## config.mk

```make
export PLATFORM = sky130hd
export DESIGN_NAME = pipe_stage_buf
export DESIGN_NICKNAME = d
export VERILOG_FILES = /design/src/rtl/pipe_stage_buf.sv
export SDC_FILE = /design/constraint.sdc
export NUM_CORES = 1
export LEC_CHECK = 0
export BUFFER_PORTS_ARGS = -buffer_cell sky130_fd_sc_hd__buf_4
export CAP_MARGIN = 40
export CORE_UTILIZATION = 40
export CTS_CLUSTER_DIAMETER = 150
export DETAILED_ROUTE_END_ITERATION = 6
export GPL_TIMING_DRIVEN = 0
export MAX_ROUTING_LAYER = met4
export SETUP_SLACK_MARGIN = 0.1
export SLEW_MARGIN = 5
export SYNTH_ARGS = -nofsm -noshare
export SYNTH_HDL_FRONTEND = slang
export SYNTH_SLANG_ARGS = --single-unit
```

## constraint.sdc

```tcl
create_clock -name clk -period 3.3 [get_ports clk]
set_clock_uncertainty 0.05 [all_clocks]
set_input_delay 0.495 -clock clk [delete_from_list [all_inputs] [get_ports clk]]
set_output_delay 0.495 -clock clk [all_outputs]
set_load 0.005 [all_outputs]
```

## src/rtl/pipe_stage_buf.sv

```systemverilog
// pipe_stage_buf: elastic pipeline-stage register with a 2-entry skid buffer.
//
// Sits between adjacent core stages (F/D, D/E, E/M, M/W) and carries an
// arbitrary packed payload under a valid/ready handshake. The head register
// feeds out_data; the skid register catches the one extra payload that can
// arrive while in_ready is still high from the previous cycle. This lets
// in_ready come straight from a flop with no combinational path from
// out_ready, without losing throughput.
//
// Ports:
//   clk, reset_n        clock, synchronous active-low reset
//   flush               empty the buffer; payload offered this cycle is dropped
//   in_valid/in_ready   upstream handshake (in_ready registered)
//   in_data             upstream payload
//   out_valid/out_ready downstream handshake (out_valid registered)
//   out_data            head payload, NOP_VALUE while out_valid=0
//   occupancy           entries held (0..2)
//   stall_cnt           cycles with out_valid && !out_ready (saturating)
//   bubble_cnt          cycles with !out_valid (saturating)
//
// Optional feature macro: PIPE_STAGE_STATS_EN adds stall_cnt/bubble_cnt.
// Without it those ports and the counter logic do not exist.

module pipe_stage_buf #(
    parameter int               WIDTH     = 161,
    parameter logic [WIDTH-1:0] NOP_VALUE = {WIDTH{1'b0}},
    parameter int               CNT_W     = 16
) (
    input  logic             clk,
    input  logic             reset_n,
    input  logic             flush,
    input  logic             in_valid,
    output logic             in_ready,
    input  logic [WIDTH-1:0] in_data,
    output logic             out_valid,
    input  logic             out_ready,
    output logic [WIDTH-1:0] out_data,
    output logic [1:0]       occupancy
`ifdef PIPE_STAGE_STATS_EN
    ,
    output logic [CNT_W-1:0] stall_cnt,
    output logic [CNT_W-1:0] bubble_cnt
`endif
);

    typedef enum logic [1:0] {
        EMPTY = 2'd0,
        ONE   = 2'd1,
        TWO   = 2'd2
    } state_e;

    state_e           state;
    logic [WIDTH-1:0] head;
    logic [WIDTH-1:0] skid;

    logic accept;
    logic drain;

    // in_ready/out_valid are flops that mirror the state, so these two
    // terms only see registered signals and the local handshake inputs.
    assign accept = in_valid && in_ready;
    assign drain  = out_valid && out_ready;

    assign occupancy = state;
    assign out_data  = out_valid ? head : NOP_VALUE;

    // in_ready and out_valid are updated alongside every state change so
    // they always equal (state != TWO) and (state != EMPTY) respectively.
    always_ff @(posedge clk) begin
        if (!reset_n) begin
            state     <= EMPTY;
            head      <= NOP_VALUE;
            skid      <= NOP_VALUE;
            in_ready  <= 1'b1;
            out_valid <= 1'b0;
        end else if (flush) begin
            // Overrides any same-cycle accept; a same-cycle drain has already
            // been taken downstream and simply is not re-presented.
            state     <= EMPTY;
            head      <= NOP_VALUE;
            skid      <= NOP_VALUE;
            in_ready  <= 1'b1;
            out_valid <= 1'b0;
        end else begin
            case (state)
                EMPTY: begin
                    if (accept) begin
                        head      <= in_data;
                        state     <= ONE;
                        out_valid <= 1'b1;
                    end
                end
                ONE: begin
                    if (accept && drain) begin
                        head <= in_data;
                    end else if (accept) begin
                        // Downstream stalled: park the newcomer behind head
                        // and close the input next cycle.
                        skid     <= in_data;
                        state    <= TWO;
                        in_ready <= 1'b0;
                    end else if (drain) begin
                        state     <= EMPTY;
                        out_valid <= 1'b0;
                    end
                end
                TWO: begin
                    if (drain) begin
                        head     <= skid;
                        state    <= ONE;
                        in_ready <= 1'b1;
                    end
                end
                default: begin
                    state     <= EMPTY;
                    in_ready  <= 1'b1;
                    out_valid <= 1'b0;
                end
            endcase
        end
    end

`ifdef PIPE_STAGE_STATS_EN
    localparam logic [CNT_W-1:0] CNT_MAX = {CNT_W{1'b1}};

    // Counters watch the registered handshake every cycle, flush included;
    // only reset clears them.
    always_ff @(posedge clk) begin
        if (!reset_n) begin
            stall_cnt  <= '0;
            bubble_cnt <= '0;
        end else begin
            if (out_valid && !out_ready && stall_cnt != CNT_MAX)
                stall_cnt <= stall_cnt + 1'b1;
            if (!out_valid && bubble_cnt != CNT_MAX)
                bubble_cnt <= bubble_cnt + 1'b1;
        end
    end
`endif

endmodule

```

# Word level (Yosys, flattened, before mapping)
# Index checks and enable logic that the tools add are counted.
[word_totals]
latchBits = 0
elab_cells = 50
ram_bits = 0
output_inout_bits = 165
n_memories = 0
mem_bits_ro = 0
register_bits = 326
[classes]
muxes = 20
mul = 0
n_addsub = 0
div = 0
shifts = 0
bitwise_logic = 4
eq_ne = 10
magnitude_cmp = 0
n_reduce_logical = 11
[op_table]
columns = ["op", "count"]
rows = [
  ["161-bit two-way mux", 4],
  ["161-bit one-hot mux with 3 select lines", 1],
  ["2-bit != test, second input constant", 7],
  ["4-bit AND reduction", 3],
  ["2-bit two-way mux", 5],
  ["1-bit two-way mux", 7],
  ["1-bit one-hot mux with 3 select lines", 2],
  ["2-bit one-hot mux with 3 select lines", 1],
  ["5-bit AND reduction", 1],
  ["1-bit inverter", 4],
  ["1-bit logical AND", 3],
  ["3-bit != test, second input constant", 1],
  ["3-bit AND reduction", 1],
  ["3-bit nonzero test", 1],
  ["2-bit by 1-bit == test with 1-bit output, second input constant", 1],
  ["2-bit == test, second input constant", 1],
  ["2-bit logical NOT", 1],
  ["2-bit OR reduction", 1],
]

# Longest topological paths before layout
[depth]
word_depth = 5
ltp_mapped = 8
depth_no_buf = 3

# Worst setup path before layout
# No wires, ideal clock.
[synth_timing]
path_kind = "reg2out"
from = "register out_valid"
to = "output port out_data[100]"
path_stages_with_launch = 5
required_ns = 2.755
path_buffers = 3
t_arrival_ns = 1.143
path_slack_ns = 1.612
path_cell_list = "dfxtp_1 buf_4 clkbuf_1 clkbuf_1 and2_1"
[synth_between]
elab_chain_len = 1
[synth_rtl]
columns = ["item", "line", "text"]
rows = [
  ["from (decl)", "35", "output logic out_valid,"],
  ["from (signal assigned)", "75", "out_valid <= 1'b0;"],
  ["from (signal assigned)", "83", "out_valid <= 1'b0;"],
  ["from (signal assigned)", "90", "out_valid <= 1'b1;"],
  ["161-bit two-way mux", "65", "assign out_data = out_valid ? head : NOP_VALUE;"],
  ["to (decl)", "37", "output logic [WIDTH-1:0] out_data,"],
]
# Every way passes these cells.

# Final worst setup path
[layout_timing]
from = "register out_valid"
to = "output port out_data[121]"
# Same word-level chain as after synthesis.

==> reports/results.tsv <==
metric	value	unit
outcome	completed	
final_core_util	0.511	
min_period	2.73	ns
grt_use_total	0.250	
die_area	43400	um2
cts_buffers	39	
final_common_cell	buf_4	
max_slew.worst_pin.slew	0.858	ns
maxSlewViolCount	0	
cp.arrival	2.19	ns
ir_drop	0.000305	V
synthMuxAreaShare	0.0947	
p_leak	0.00886	uW
wl	54600	um
timing.setup.tns	0	ns
grt_pass1_vias	14400	
ctsHtreeMaxLevel	2	
grt_pass1_wl	82400	um
avgRoutedWirePerCell	20.7	um
multi_input_area	9210	um2
critPathLaunchType	register	
power_density	460	nW/um2
synth-adder-area-share	0	
holdWs	0.153	ns
dp_hpwl	38900	um
fin_nets	2232	
worstPathMaxFanout	14	
row_count	75	
port_buffers	330	
via_per_inst	5.56	
finalHoldViolCount	0	
cts_hold_buffers	0	
post-route-period-util	0.827	
layout_common_cells	buf_4 (354), dfxtp_1 (326), a211oi_2 (314)	
clkLatencyLatePin	0.56	ns
syn-cell-area	17000	um2
gr-total-overflow	0	
drtPass1Iterations	7	
synth_xor_area_frac	0	
synth_edf_count	0	
root_buffer	clkbuf_16	
die_w	208	um
hp-class	in2reg	
post_cts_buffers	0	
num_io_pins	331	
core	41900	um2
cts_max_path_buffers	3	
ys_seq_area_frac	0.384	
post-route-drc-count	0	
tritoncts	done	
antenna_found_initial	3	
seqCellArea	6530	um2
synth-seq-cells	326	
synthSimpleGateAreaFrac	0.113	
synth_compound_area_frac	0.334	
timing.slew.headroom	0.428	
ys_types	34	
n_fill_cell	3913	
postSynthAreaPerCell	10.0	um2
initial_utilization	0.406	
drt_iter0_drc	675	
finalSetupViolations	0	
drive_gt1_frac	0.396	
critical_path_class	reg2out	
crit_required	2.75	ns
synth_fp_nets	1860	
cap_violations	0	
timing.fmax	0.366	GHz
vias	14700	
gp_congestion	0.820	
yosys_warnings	0	
async_flop_share	0	
cts_resized	0	
grt_max_degree	13	
clock_sinks	326	
synth_top_family_by_area	compound AO/OA/AOI/OAI gates	
postRouteAntennaNets	0	
syn_inst	1694	
area_growth_syn_to_layout	26.0	%
rsz0062_at_grt	no	
end_kind	primary output	
synth-main-ff-cell	dfxtp_1	
ff2ff_setup_slack	0.96	ns
fp.dieH	208	um
clkSlewWorstSetupHoldPaths	0.06	ns
power by group:
group          internal [uW]  total, uW  switching (uW)
Combinational            624       1480             853
Clock                   2480       4240            1760
Sequential              4060       4140            81.0
worst max-delay path: stages, from the launching register on:
cell and delay [ns]:
dfxtp_1 0.39, buf_4 0.33, buf_8 0.20, clkbuf_1 0.31, and2_1 0.26, buf_4 0.14
Yosys cell counts, types with 2 or more instances:
library cell  count  share of area
a211oi_1          8         0.0035
a211oi_2        314           0.23
a21oi_1         163          0.048
and2_1          161          0.059
buf_1             8         0.0018
buf_12           11          0.013
buf_2            74          0.022
buf_4            24          0.011
buf_6            13         0.0086
clkbuf_1         83          0.018
clkbuf_4          2        0.00088
dfxtp_1         326           0.38
mux2i_1         161          0.095
nand2_1           4        0.00088
nand2b_1          2        0.00074
nand3_1         161          0.047
o21ai_0         161          0.047
o21ai_1           2        0.00059
final timing paths:
check / start / to / cells past startpoint
max: out_valid / out_data[121] / 5
min: in_data[135] / skid[135] / 3
max reg2reg: out_valid / head[101] / 6
min reg2reg: skid[141] / skid[141] / 2
metal layers:
| metal | up-vias | global-route usage | share of wire |
|---|---|---|---|
| met4 | 0 | 0.0848 | 0.028 |
| met5 | - | - | 0 |
| met3 | 83 | 0.0512 | 0.057 |
| met2 | 421 | 0.390 | 0.46 |
| li1 | 7028 | - | - |
| met1 | 7129 | 0.320 | 0.45 |
registers in the layout, indices dropped and copies added (netlist names):
register	count
head	161
occupancy	2
out_valid	1
in_ready	1
skid	161
final cells by class:
class	count	share of cell area
diodes	3	0.000350
plain buffers	214	0.0592
clock buffers	61	0.0536
clock inverters	9	0.00414
inverters	1	0.000175
multi-input cells	1152	0.430
flip-flops and latches	326	0.304
well taps	539	0.0315
repair buffers	332	0.117
cells by family (layout without fill, tap and decap cells):
kind of cell	count (synthesis)	in the layout
compound gates	654	654
simple gates	337	337
flops	326	326
buf+inv	216	617
mux	161	161
other cells	0	3
stage by stage:
| step | instance area (um2) | setup slack (ns) | power [uW] | instances |
|---|---|---|---|---|
| 4_1_cts | 21400 | 0.167 | 9920 | 2635 |
| 3_5_place_dp | 20200 | 0.778 | 5700 | 2565 |
| 3_3_place_gp | 20200 | 0.418 | 5670 | 2563 |
| 2_1_floorplan | 17000 | 1.61 | 5160 | 1694 |
| 5_1_grt | 21400 | 0.447 | 10200 | 2637 |
| 6_report | 21400 | 0.570 | 9850 | 2637 |
Note: power is estimated with default switching activity, not from simulation.
